**src/rtl/sisc_pkg.sv**
```systemverilog
// sisc_pkg: shared constants for the SISC fetch unit.
// Opcode encodings, status-bit indices, instruction-register field
// positions and the fetch FSM state encoding.
package sisc_pkg;

    // Opcode encodings (IR[31:28])
    localparam logic [3:0] OP_NOOP   = 4'h0;
    localparam logic [3:0] OP_LOD    = 4'h1;
    localparam logic [3:0] OP_STR    = 4'h2;
    localparam logic [3:0] OP_SWP    = 4'h3;
    localparam logic [3:0] OP_BRA    = 4'h4;
    localparam logic [3:0] OP_BRR    = 4'h5;
    localparam logic [3:0] OP_BNE    = 4'h6;
    localparam logic [3:0] OP_BNR    = 4'h7;
    localparam logic [3:0] OP_ALU_OP = 4'h8;
    localparam logic [3:0] OP_HLT    = 4'hF;

    // Status register bit indices {C,V,N,Z}
    localparam int STAT_C = 3;
    localparam int STAT_V = 2;
    localparam int STAT_N = 1;
    localparam int STAT_Z = 0;

    // Instruction register field MSB positions
    localparam int IR_OP_MSB  = 31;
    localparam int IR_MM_MSB  = 27;
    localparam int IR_RD_MSB  = 23;
    localparam int IR_RS_MSB  = 19;
    localparam int IR_RT_MSB  = 15;
    localparam int IR_IMM_MSB = 15;

    // Fetch FSM state encoding
    typedef enum logic [1:0] {
        ST_IDLE = 2'd0,
        ST_WAIT = 2'd1,
        ST_HALT = 2'd2
    } fetch_state_t;

    // Absolute-target branches load imm directly; the others are PC-relative
    function automatic logic is_abs_branch(input logic [3:0] op);
        return (op == OP_BRA) || (op == OP_BNE);
    endfunction

endpackage

```
**src/rtl/sisc_fetch_unit_if.sv**
```systemverilog
// sisc_fetch_unit_if: instruction-memory bus between the fetch unit
// (master) and instruction memory (slave).
interface sisc_fetch_unit_if #(
    parameter int PC_W = 16
);
    logic [PC_W-1:0] imem_addr;
    logic            imem_req;
    logic [31:0]     imem_data;
    logic            imem_ack;

    modport master (
        output imem_addr,
        output imem_req,
        input  imem_data,
        input  imem_ack
    );

    modport slave (
        input  imem_addr,
        input  imem_req,
        output imem_data,
        output imem_ack
    );
endinterface

```
**src/rtl/sisc_branch_cond.sv**
```systemverilog
// sisc_branch_cond: decides whether the branch held in IR is taken,
// given its opcode, mask field and the current status register.
module sisc_branch_cond
    import sisc_pkg::*;
(
    input  logic [3:0] i_opcode,
    input  logic [3:0] i_mm,
    input  logic [3:0] i_stat,
    output logic       o_taken
);

    // Branch-taken decision per opcode family
    always_comb begin
        o_taken = 1'b0;
        case (i_opcode)
            OP_BRA, OP_BRR: o_taken = (i_mm == 4'b0000) || ((i_stat & i_mm) != 4'b0000);
            OP_BNE, OP_BNR: o_taken = ((i_stat & i_mm) == 4'b0000);
            default:        o_taken = 1'b0;
        endcase
    end

endmodule

```
**src/rtl/sisc_fetch_unit.sv**
```systemverilog
// sisc_fetch_unit: program counter, instruction register and status
// register for the SISC datapath. Fetches from instruction memory,
// exposes decoded IR fields and applies branches on controller command.
// Optional feature macro: SISC_IMEM_WAIT_EN (variable-latency memory
// with ack handshake and fetch timeout). Without it, memory has a fixed
// one-cycle latency and imem_ack is ignored.
module sisc_fetch_unit
    import sisc_pkg::*;
#(
    parameter int PC_W         = 16,
    parameter int IMEM_TIMEOUT = 15
) (
    input  logic              clk,
    input  logic              rst_f,
    input  logic              ir_load,
    input  logic              pc_write,
    input  logic              br_sel,
    input  logic              stat_en,
    input  logic [3:0]        alu_stat,
    sisc_fetch_unit_if.master imem,
    output logic [3:0]        opcode,
    output logic [3:0]        mm,
    output logic [3:0]        rd,
    output logic [3:0]        rs,
    output logic [3:0]        rt,
    output logic [15:0]       imm,
    output logic [3:0]        stat,
    output logic              fetch_busy,
    output logic              br_taken,
    output logic              halted,
    output logic              fetch_err
);

    fetch_state_t    r_state;
    logic [PC_W-1:0] r_pc;
    logic [31:0]     r_ir;
    logic [3:0]      r_stat;
    logic            r_req;
    logic            r_busy;
    logic            r_br_taken;
    logic            r_halted;
    logic            r_fetch_err;

    logic            w_taken;
    logic            w_capture;
    logic            w_timeout;
    logic [PC_W-1:0] w_br_target;

`ifdef SISC_IMEM_WAIT_EN
    localparam int TMO_W = (IMEM_TIMEOUT > 1) ? $clog2(IMEM_TIMEOUT) : 1;
    logic [TMO_W-1:0] r_wait_cnt;
`else
    logic        w_unused_ack;
    logic [31:0] w_unused_tmo;
    assign w_unused_ack = imem.imem_ack;
    assign w_unused_tmo = 32'(IMEM_TIMEOUT);
`endif

    sisc_branch_cond u_branch_cond (
        .i_opcode (r_ir[IR_OP_MSB -: 4]),
        .i_mm     (r_ir[IR_MM_MSB -: 4]),
        .i_stat   (r_stat),
        .o_taken  (w_taken)
    );

    // Capture / timeout qualification for the word on the memory bus
    always_comb begin
        w_capture = 1'b0;
        w_timeout = 1'b0;
`ifdef SISC_IMEM_WAIT_EN
        if (r_state == ST_WAIT) begin
            w_capture = imem.imem_ack;
            w_timeout = !imem.imem_ack && (r_wait_cnt == TMO_W'(IMEM_TIMEOUT - 1));
        end else begin
            w_capture = 1'b0;
            w_timeout = 1'b0;
        end
`else
        if (r_state == ST_WAIT) begin
            w_capture = 1'b1;
        end else begin
            w_capture = 1'b0;
        end
`endif
    end

    // Branch target: absolute imm or PC-relative with sign-extended imm
    always_comb begin
        w_br_target = r_pc;
        if (is_abs_branch(r_ir[IR_OP_MSB -: 4])) begin
            w_br_target = PC_W'(r_ir[IR_IMM_MSB -: 16]);
        end else begin
            w_br_target = r_pc + PC_W'($signed(r_ir[IR_IMM_MSB -: 16]));
        end
    end

    // Fetch FSM with PC, IR and handshake/status flags as registered outputs
    always_ff @(posedge clk or negedge rst_f) begin
        if (!rst_f) begin
            r_state     <= ST_IDLE;
            r_pc        <= '0;
            r_ir        <= 32'h0000_0000;
            r_req       <= 1'b0;
            r_busy      <= 1'b0;
            r_br_taken  <= 1'b0;
            r_halted    <= 1'b0;
            r_fetch_err <= 1'b0;
`ifdef SISC_IMEM_WAIT_EN
            r_wait_cnt  <= '0;
`endif
        end else begin
            r_br_taken <= 1'b0;
            case (r_state)
                ST_IDLE: begin
                    // Branch is evaluated only while no fetch is in flight
                    if (pc_write && br_sel && w_taken) begin
                        r_pc       <= w_br_target;
                        r_br_taken <= 1'b1;
                    end
                    if (ir_load) begin
                        r_state <= ST_WAIT;
                        r_req   <= 1'b1;
                        r_busy  <= 1'b1;
`ifdef SISC_IMEM_WAIT_EN
                        r_wait_cnt <= '0;
`endif
                    end
                end
                ST_WAIT: begin
                    if (w_capture) begin
                        r_ir   <= imem.imem_data;
                        r_pc   <= r_pc + PC_W'(1);
                        r_req  <= 1'b0;
                        r_busy <= 1'b0;
                        if (imem.imem_data[IR_OP_MSB -: 4] == OP_HLT) begin
                            r_state  <= ST_HALT;
                            r_halted <= 1'b1;
                        end else begin
                            r_state <= ST_IDLE;
                        end
                    end else if (w_timeout) begin
                        // Dropped fetch: NOOP in IR, PC left where it was
                        r_ir        <= 32'h0000_0000;
                        r_req       <= 1'b0;
                        r_busy      <= 1'b0;
                        r_fetch_err <= 1'b1;
                        r_state     <= ST_IDLE;
                    end else begin
`ifdef SISC_IMEM_WAIT_EN
                        r_wait_cnt <= r_wait_cnt + TMO_W'(1);
`endif
                    end
                end
                ST_HALT: begin
                    r_state <= ST_HALT;
                end
                default: begin
                    r_state <= ST_IDLE;
                    r_req   <= 1'b0;
                    r_busy  <= 1'b0;
                end
            endcase
        end
    end

    // Status register; a same-cycle branch still sees the previous value
    always_ff @(posedge clk or negedge rst_f) begin
        if (!rst_f) begin
            r_stat <= 4'b0000;
        end else if (stat_en) begin
            r_stat <= alu_stat;
        end else begin
            r_stat <= r_stat;
        end
    end

    assign imem.imem_addr = r_pc;
    assign imem.imem_req  = r_req;
    assign opcode         = r_ir[IR_OP_MSB -: 4];
    assign mm             = r_ir[IR_MM_MSB -: 4];
    assign rd             = r_ir[IR_RD_MSB -: 4];
    assign rs             = r_ir[IR_RS_MSB -: 4];
    assign rt             = r_ir[IR_RT_MSB -: 4];
    assign imm            = r_ir[IR_IMM_MSB -: 16];
    assign stat           = r_stat;
    assign fetch_busy     = r_busy;
    assign br_taken       = r_br_taken;
    assign halted         = r_halted;
    assign fetch_err      = r_fetch_err;

endmodule

```
**src/flat_wrapper.sv**
```systemverilog
// flat-port wrapper written by rule: the top's interface ports become plain ports
module sisc_fetch_unit_flat import sisc_pkg::*;
#(
    parameter int PC_W         = 16,
    parameter int IMEM_TIMEOUT = 15
)
  (clk, rst_f, ir_load, pc_write, br_sel, stat_en, alu_stat, opcode, mm, rd, rs, rt, imm, stat, fetch_busy, br_taken, halted, fetch_err, imem_imem_addr, imem_imem_req, imem_imem_data, imem_imem_ack);
  sisc_fetch_unit_if #(.PC_W(PC_W)) imem_i ();
  input  logic clk;
  input  logic rst_f;
  input  logic ir_load;
  input  logic pc_write;
  input  logic br_sel;
  input  logic stat_en;
  input  logic [3:0] alu_stat;
  output logic [3:0] opcode;
  output logic [3:0] mm;
  output logic [3:0] rd;
  output logic [3:0] rs;
  output logic [3:0] rt;
  output logic [15:0] imm;
  output logic [3:0] stat;
  output logic fetch_busy;
  output logic br_taken;
  output logic halted;
  output logic fetch_err;
  output wire logic [$bits(imem_i.imem_addr)-1:0] imem_imem_addr;
  output wire logic [$bits(imem_i.imem_req)-1:0] imem_imem_req;
  input wire logic [$bits(imem_i.imem_data)-1:0] imem_imem_data;
  input wire logic [$bits(imem_i.imem_ack)-1:0] imem_imem_ack;
  assign imem_imem_addr = imem_i.imem_addr;
  assign imem_imem_req = imem_i.imem_req;
  assign imem_i.imem_data = imem_imem_data;
  assign imem_i.imem_ack = imem_imem_ack;
  sisc_fetch_unit #(.PC_W(PC_W), .IMEM_TIMEOUT(IMEM_TIMEOUT)) u_core (.clk(clk), .rst_f(rst_f), .ir_load(ir_load), .pc_write(pc_write), .br_sel(br_sel), .stat_en(stat_en), .alu_stat(alu_stat), .imem(imem_i), .opcode(opcode), .mm(mm), .rd(rd), .rs(rs), .rt(rt), .imm(imm), .stat(stat), .fetch_busy(fetch_busy), .br_taken(br_taken), .halted(halted), .fetch_err(fetch_err));
endmodule
```
**config.mk**
```make
export PLATFORM = sky130hd
export DESIGN_NAME = sisc_fetch_unit_flat
export DESIGN_NICKNAME = d
export VERILOG_FILES = /design/src/rtl/sisc_pkg.sv /design/src/rtl/sisc_fetch_unit_if.sv /design/src/rtl/sisc_branch_cond.sv /design/src/rtl/sisc_fetch_unit.sv /design/src/flat_wrapper.sv
export SDC_FILE = /design/constraint.sdc
export NUM_CORES = 1
export LEC_CHECK = 0
export CORE_MARGIN = 5
export CORE_UTILIZATION = 51
export CTS_CLUSTER_DIAMETER = 150
export DETAILED_ROUTE_END_ITERATION = 8
export PLACE_DENSITY_LB_ADDON = 0.05
export SETUP_SLACK_MARGIN = 0.02
export SYNTH_ARGS = -nofsm -noshare
export SYNTH_HDL_FRONTEND = slang
export SYNTH_SLANG_ARGS = --single-unit
export TNS_END_PERCENT = 50
```
**constraint.sdc**
```tcl
create_clock -name clk -period 3.3 [get_ports clk]
set_input_delay 0.495 -clock clk [delete_from_list [all_inputs] [get_ports clk]]
set_output_delay 0.495 -clock clk [all_outputs]
set_load 0.05 [all_outputs]
```
Word level (Yosys, flattened, before mapping)
Index checks and enable logic that the tools add are counted.
- output and inout bits: 61
- register bits: 57
- bits of input ports: 43
- reduce and logical (&&, ||, !) cells: 16
- equality and inequality tests: 10
- multiplexer cells: 15
- bitwise gates (word level): 2
- add/subtract/negate cells: 2
- operators by type and width (cell ; count):
    16-bit two-way mux ; 3
    16-bit one-hot mux with 2 select lines ; 1
    16-bit by 1-bit adder with 16-bit output (second input constant) ; 1
    16-bit adder ; 1
    4-bit by 3-bit == test with 1-bit output (second input constant) ; 4
    3-bit AND reduction ; 3
    4-bit logical NOT ; 2
    2-bit two-way mux ; 3
    2-bit one-hot mux with 3 select lines ; 1
    1-bit two-way mux ; 5
    4-bit bitwise AND ; 1
    4-bit == test (second input constant) ; 1
    2-bit by 1-bit inequality test with 1-bit output (second input constant) ; 2
    2-bit AND reduction ; 2
    4-bit nonzero test ; 1
    2-bit OR reduction ; 2
    1-bit one-hot mux with 3 select lines ; 1
    2-bit by 1-bit == test with 1-bit output (second input constant) ; 1
    2-bit == test (second input constant) ; 1
    1-bit logical AND ; 2
    2-bit logical NOT ; 1
    1-bit logical OR ; 2
    2-bit inequality test (second input constant) ; 1
    1-bit one-hot mux with 2 select lines ; 1
    other kinds (2) ; 2

Longest topological paths before layout
Gate-level depths: netlist (run 1).
- depth after elaboration: 7
- depth in mapped cells: 8
- depth with buffers taken out: 8

Cells and area by module
A second synthesis (run 1) with hierarchy kept.
- cell total of the unflattened synthesis: 412
- area, all modules: 3387.0 um^2
- modules (own cells, without submodules) (module ; cells each ; instances ; area each (um^2)):
    sisc_fetch_unit ; 406 ; 1 ; 3342.0
    sisc_branch_cond ; 6 ; 1 ; 45.0

Worst setup path before layout (run 1)
Ideal clock, no wire load.
- kind: flip-flop to flip-flop
- from: reg u_core.r_pc[0], in the netlist u_core.imem.imem_addr[0]
- to: reg u_core.r_pc[12], in the netlist u_core.imem.imem_addr[12]
- cell stages (with the launch flop): 9
- path slack: 0.785 ns
- arrival: 2.395 ns
- period minus slack after synthesis: 2.515 ns
- buffers on the path: 0
- cells stage by stage: dfrtp_1 -> ha_1 -> fa_1 -> a21o_1 -> a31oi_1 -> o21ai_0 -> o21ai_0 -> xnor2_1 -> a31o_1
- word-level cells in the longest chain between the ends: 4
- elaborated cells on any way between the ends: 6
- those cells by class: 2 x add/sub; 4 x mux
- RTL lines (what ; RTL line ; text):
    from (decl) ; sisc_fetch_unit.sv:35 ; logic [PC_W-1:0] r_pc;
    from (signal assigned) ; sisc_fetch_unit.sv:117 ; r_pc <= w_br_target;
    from (signal assigned) ; sisc_fetch_unit.sv:132 ; r_pc <= r_pc + PC_W'(1);
    16-bit adder ; sisc_fetch_unit.sv:93 ; w_br_target = r_pc + PC_W'($signed(r_ir[IR_IMM_MSB -: 16]));
    16-bit two-way mux ; sisc_fetch_unit.sv:90 ; if (is_abs_branch(r_ir[IR_OP_MSB -: 4])) begin
    16-bit two-way mux ; sisc_fetch_unit.sv:116 ; if (pc_write && br_sel && w_taken) begin
    16-bit one-hot mux with 2 select lines (*) ; sisc_fetch_unit.sv:113 ; case (r_state)
Mark *: on every way between the ends. The rest lies on a longest branch, timed or not. The select of a mux whose other input is x is not followed.
A chain may end at the register's enable or synchronous reset.

Worst setup path in the final report (run 1)
Ends and elaborated chain as after synthesis.

==> results of run 1 <==
==> where the power goes <==
| part | internal (mW) | total (mW) | switching, mW |
|---|---|---|---|
| logic | 0.0819 | 0.165 | 0.0828 |
| clock network | 0.457 | 0.737 | 0.281 |
| registers | 0.707 | 0.717 | 0.00987 |
==> state kept, by name, indices dropped and copies added (netlist names) <==
| signal | flops |
|---|---|
| u_core.imem.imem_addr | 16 |
| u_core.stat | 4 |
| u_core.fetch_busy | 1 |
| u_core.r_ir | 32 |
| u_core.r_state | 2 |
| u_core.halted | 1 |
| u_core.br_taken | 1 |
==> stage by stage <==
stage / worst slack, ns / util (%) / instances / area, um^2 / total power, mW
after CTS: 0.679 / 72.4 / 579 / 4680 / 1.64
final: 0.662 / 72.4 / 579 / 4680 / 1.62
after global routing: 0.528 / 72.4 / 579 / 4680 / 1.67
after floorplan: 0.785 / - / 405 / 3430 / 0.805
after detailed placement: 0.677 / 69.1 / 565 / 4460 / 0.895
after global placement: 0.717 / 69.1 / 565 / 4460 / 0.893
==> cell families after synthesis <==
group	count (synthesis)	synth area share, %
AOI/OAI and AO/OA	94	18.0
xor gates and xnor gates	14	3.58
buffers and inverters	29	3.94
adders and majority gates	17	6.43
muxes	7	2.19
and+or+nand+nor	186	24.1
DFF	57	41.6
other	1	0.109
==> final timing paths <==
kind	to	startpoint	cells after the start	slack (ns)
min in group clk	u_core.r_ir[17]	u_core.r_ir[17]	2	0.48
setup reg to reg	u_core.imem.imem_addr[12]	u_core.imem.imem_addr[0]	8	0.66
hold / removal	u_core.r_ir[15]	rst_f	1	0.29
setup / recovery	u_core.imem.imem_addr[12]	u_core.imem.imem_addr[0]	8	0.66
max in group asynchronous	u_core.imem.imem_addr[6]	rst_f	2	2.23
hold reg to reg	u_core.r_ir[17]	u_core.r_ir[17]	2	0.48
==> layout make-up <==
type,count,share of cell area (%)
multi-input cells,319,40.0
clock buffers,11,3.24
flip-flops and latches,57,30.5
inverters,6,0.482
well taps,77,2.06
repair buffers,106,22.3
clock inverters,3,1.39
==> layout by cell type (no fill, tap or decap), types with 5 or more instances in the layout <==
cell type / Yosys / layout
nand2_1: 120 / 120
clkdlybuf4s50_1: 0 / 100
dfrtp_1: 57 / 57
a21oi_1: 26 / 26
nor2_1: 19 / 18
o21ai_0: 18 / 18
ha_1: 16 / 16
clkbuf_8: 0 / 11
nand3_1: 10 / 10
nor3_1: 9 / 9
xnor2_1: 8 / 8
a21o_1: 7 / 7
xor2_1: 6 / 6
a211oi_1: 6 / 6
a31oi_1: 5 / 5
inv_1: 5 / 5
buf_4: 6 / 5
==> synthesized netlist by cell type (4+ instances only) <==
| library cell | number |
|---|---|
| nand4_1 | 4 |
| nand2_1 | 120 |
| inv_1 | 5 |
| nand3_1 | 10 |
| o22ai_1 | 4 |
| a21oi_1 | 26 |
| a31oi_1 | 5 |
| ha_1 | 16 |
| dfrtp_1 | 57 |
| nor3_1 | 9 |
| buf_4 | 6 |
| and2_1 | 4 |
| xor2_1 | 6 |
| mux2_2 | 4 |
| o21ai_0 | 18 |
| and3_1 | 4 |
| nor2_1 | 19 |
| a21o_1 | 7 |
| xnor2_1 | 8 |
| clkbuf_1 | 11 |
| a211oi_1 | 6 |
==> per-layer routing <==
layer / part of all wire [%] / wire length (um) / global-route usage (%) / vias up
met2: 47 / 4560 / 36.8 / 127
met4: 2.0 / 189 / 8.66 / 0
met5: 0 / 0 / 0 / -
li1: - / - / - / 1618
met3: 6.4 / 619 / 5.40 / 19
met1: 44 / 4250 / 30.3 / 1555
==> worst max-delay path: stages, from the launching register on <==
cell	delay, ns
dfrtp_1	0.44
ha_1	0.26
fa_1	0.41
a21o_1	0.21
a31oi_1	0.35
o21ai_0	0.23
o21ai_0	0.25
xnor2_1	0.13
a31o_1	0.23
==> impl_results.md, run 1 <==
* Max Clock Skew at about 0.011 ns
* Area growth syn-to-layout at 36.5%
* Max VDD drop at 0.000380 V
* Drt wl/cell at between 15 and 20 um
* Syn. warnings at 0
* Clock root buffer: clkbuf_8
* Vias in the first global route at about 3200
* CP required at 3.53 ns
* Row count at 29
* Post-synth cell types at 57
* Detailed Route Iter0 Violations at 169
* CP endpoint kind: flip-flop
* CP Max Fanout at 6
* Multi-input gate area at around 1900 um^2
* Tightest Hold Check Type: in -> async
* Synthesized Nets at 465
* Vias per cell at 5.73
* Drt total wl at 9620 um
* Worst relative slew slack at 38.7%
* GP Congestion at approximately 0.94
* Worst EP arrival at 2.86 ns
* Worst slew pin tran at 0.920 ns
* Core area at 6460 um^2
* Final setup violation count at 0
* Final period util at 79.9%
* First-pass detailed-route iteration total at 4
* Number of setup buffers added after CTS at 0
* GRT Total Usage at a little under a quarter
* Slew Viols, Final at 0
* Largest net degree at the start of global routing at 42
* Die Footprint at 8460 um^2
* Routed Antenna Nets at 0
* DRC at 0
* Max-Cap Viols at 0
* Seq/Total Area, Yosys at 41.6%
* Final Hold Viols at 0
* #FFs+latches synth at 57
* I/O pin cnt at 104
* Nets@finish at 559
* Via count at between 3000 and 4000
* Status: finished, final reports clean
* CTS buffer count at 9
* Setup CP Type: reg -> reg
* Post-Syn Instances at about 400
* Top FF cell, synth: dfrtp_1
* Clock Tree Buf Depth at 2
* HPWL Detailed at about 6800 um
* Period minus WS final at roughly 2.6 ns
* Startpoint class of the critical path: flip-flop
* First-pass GRT wire length at 15600 um
* RSZ-0062 raised after global routing: false
* Fmax achieved at 379 MHz
* Leading area contributor after synthesis: dfrtp_1
* # hold bufs at CTS at 0
* Synth async-reset ratio at 100%
* Die Wd at 92.0 um
* PwrDens at 346 nW/um^2
* Clk_lat worst skew at 0.34 ns
* Die height at 92.0 um
* Mapped Avg Cell Area at between 8 and 9 um^2
* Diode count at 0
* FF/Latch Area at 1430 um^2
* P_leak at roughly 1.9 nW
* Fillers at a little over 500
* Initial antenna violation count at 0
* Setup TNS Final at 0 ns
* Initial core utilization at 53.0%
* Number of flops mapped to enable cells by yosys at 0
* Top-area cell type share of the netlist area at between 40% and 50%
* WHS at about 0.3 ns
* Worst-path clk slew at 0.07 ns
* Remaining global-route overflow at 0
* CTS-repair resized insts at 0
* Port bufs at 101
* Layout cells sized above 1 at 5.98%
* CTS sink cnt at 57
* Top cells by area, synth: dfrtp_1 42%, nand2_1 13%, ha_1 5.8%, a21oi_1 3.8%, o21ai_0 2.6%
* Cell area after synthesis at between 3000 and 4000 um^2
* H-tree Lvls at 3
* CTS tree: built
Note: power is estimated with default switching activity, not from simulation.
==> inputs of run 2 (changes only) <==
--- a/config.mk
+++ b/config.mk
@@ -6,7 +6,7 @@
 export NUM_CORES = 1
 export LEC_CHECK = 0
 export CORE_MARGIN = 5
-export CORE_UTILIZATION = 51
+export CORE_UTILIZATION = 48
 export CTS_CLUSTER_DIAMETER = 150
 export DETAILED_ROUTE_END_ITERATION = 8
 export PLACE_DENSITY_LB_ADDON = 0.05
==> constraint.sdc (replaced) <==
create_clock -name clk -period 2.6 [get_ports clk]
set_input_delay 0.39 -clock clk [delete_from_list [all_inputs] [get_ports clk]]
set_output_delay 0.39 -clock clk [all_outputs]
set_load 0.05 [all_outputs]
==> impl_results.md, run 2 (synthesis gave the netlist of run 1 again) <==
* P_leak at 1.95 nW (+0.83%)
* CP required at 2.82 ns (-0.71 ns)
* First-pass detailed-route iteration total at 5 (+1)
* Drt total wl at 9650 um (+0.28%)
* Die height at 94.5 um (+2.7%)
* CTS tree: built
* Initial core utilization at 49.9% (-3.2 points)
* Diode count at 0 (unchanged)
* Max-Cap Viols at 0 (unchanged)
* Period minus WS final at 2.41 ns (-0.231 ns)
* Slew Viols, Final at 0 (unchanged)
* Clk_lat worst skew at 0.35 ns (about the same)
* H-tree Lvls at 3 (unchanged)
* PwrDens at 416 nW/um^2 (+20%)
* Die Footprint at 8930 um^2 (+5.6%)
* First-pass GRT wire length at 15400 um (-1.1%)
* Area growth syn-to-layout at 38.7%
* Worst-path clk slew at 0.08 ns (about the same)
* Worst slew pin tran at 0.648 ns (-0.272 ns)
* Worst relative slew slack at 56.8% (+18 points)
* Final setup violation count at 0 (unchanged)
* CP endpoint kind: flip-flop
* Drt wl/cell at 15.9 um (-4.2%)
* GRT Total Usage at 22.2% (-0.74 points)
* Worst EP arrival at 2.62 ns (-0.24 ns)
* GP Congestion at 0.937 (about the same)
* Power Total at 1.98 mW (+22%)
* GRT met3 Usage at 5.02% (-0.38 points)
* Fmax achieved at 416 MHz (+9.6%)
* I/O pin cnt at 104 (unchanged)
* Largest stage delay, worst path at 0.54 ns (+0.10 ns)
* Clock Tree Buf Depth at 2 (unchanged)
* Nets@finish at 565 (+1.1%)
* RSZ-0062 raised after global routing: true
* Status: finished, final reports clean
* CP most frequent cell: a21oi_1
* Worst r2r src: u_core.imem.imem_addr[8]
* Met1 GRT Util at 29.9% (-0.32 points)
* Routed Antenna Nets at 0 (unchanged)
* Vias in the first global route at 3092 (-4.5%)
* Core area at 6870 um^2 (+6.4%)
* Detailed Route Iter0 Violations at 201 (+19%)
* Clock root buffer: clkbuf_8
* Max reg flops at 32 (unchanged)
* Tightest Hold Check Type: in -> async
* Row count at 30 (+3.4%)
* Max Clock Skew at 0.0162 ns (+0.00492 ns)
* Most common cell after layout, fill and taps aside: nand2_1
* Via count at 3382 (+1.9%)
* Max VDD drop at 0.000261 V (-31%)
* DRC at 0 (unchanged)
* CTS sink cnt at 57 (unchanged)
* Remaining global-route overflow at 0 (unchanged)
* Startpoint class of the critical path: flip-flop
* Biggest register: u_core.r_ir
* Final Hold Viols at 0 (unchanged)
* Largest net degree at the start of global routing at 35 (-17%)
* Vias per cell at 5.58 (-2.6%)
* Met2 Use GR at 35.1% (-1.7 points)
* Slowest CP cell: or4_1
* Setup CP Type: reg -> reg
* Die Wd at 94.5 um (+2.7%)
* HPWL Detailed at 6980 um (+2.0%)
* Final period util at 92.6% (+13 points)
* Initial antenna violation count at 0 (unchanged)
* Top Usage Layer GRT: met2
* CTS buffer count at 9 (unchanged)
* Cell-by-cell trace of the critical path: ha_1, a21oi_1, o21ai_0, o31a_1, or4_1, a21oi_1, o22ai_1
* R2R cell count at 7 (-1)
* Commonest cells after routing, fill and taps aside: 120 x nand2_1, 100 x clkdlybuf4s50_1, 57 x dfrtp_1
* Setup TNS Final at 0 ns (unchanged)
* Layout cells sized above 1 at 7.84% (+1.9 points)
* Fillers at 566 (+9.5%)
* Critical path origin: u_core.imem.imem_addr[8]
* Port bufs at 101 (unchanged)
* CP Max Fanout at 8 (+2)
==> run 2: cell count changes in the layout (fill, tap and decap cells not counted), sizes merged <==
cell / change
bufinv: -1
clkinv: +2
clkbuf: -1
clkinvlp: +2
buf: +6
==> run 2: final timing paths <==
| path | end | slack [ns] |
|---|---|---|
| max in group asynchronous | u_core.r_ir[8] | 1.86 |
| min in group clk | u_core.halted | 0.47 |
| worst min register to register | u_core.halted | 0.47 |
| worst max-delay path | u_core.imem.imem_addr[15] | 0.19 |
| worst min-delay path | u_core.r_ir[29] | 0.06 |
| worst max register to register | u_core.imem.imem_addr[15] | 0.19 |
==> run 2: area by class of cell <==
class,instances,area (um^2),area share (%)
Clock buffer,10,138,2.90
Clock inverter,6,67.6,1.42
Inverter,6,22.5,0.474
Multi-Input combinational cell,319,1890,39.8
Sequential cell,57,1430,30.0
Tap cell,96,120,2.53
Timing Repair Buffer,112,1090,22.9
==> run 2: metrics by stage <==
stage | util, % | area, um^2 | instances | setup slack, ns | hold slack (ns)
3_5_place_dp | 66.0 | 4530 | 590 | 0.0990 | 0.462
5_1_grt | 69.2 | 4750 | 606 | 0.00855 | 0.108
2_1_floorplan | - | 3430 | 405 | 0.0851 | 0.0944
6_report | 69.2 | 4750 | 606 | 0.193 | 0.0636
3_3_place_gp | 66.0 | 4530 | 590 | 0.193 | 0.444
4_1_cts | 69.0 | 4740 | 606 | 0.0856 | 0.0778
==> run 2: routing by layer <==
| metal | up-vias | part of all wire (%) |
|---|---|---|
| li1 | 1632 | - |
| met1 | 1625 | 44 |
| met2 | 113 | 47 |
| met3 | 12 | 6.9 |
| met4 | 0 | 1.3 |
| met5 | - | 0 |
==> run 2: critical path, delay by kind of cell (launching register included) <==
family / cells / cell delay (ns)
DFF: 1 / 0.46
and+or+nand+nor: 1 / 0.54
AOI/OAI and AO/OA: 5 / 0.87
adders and majority gates: 1 / 0.41
==> run 2: repair_timing <==
item | CTS | global route
hold endpoints to repair | 0 | 0
setup endpoints to repair | 0 | 3
buffers inserted | 0 | 0
resized for setup | 0 | 3
hold buffers | 0 | 0
==> run 2: where the power goes <==
group / switching [mW] / internal (mW) / leakage [nW]
clock: 0.387 / 0.469 / 0.0985
sequential: 0.0121 / 0.897 / 0.567
combinational: 0.107 / 0.106 / 1.28
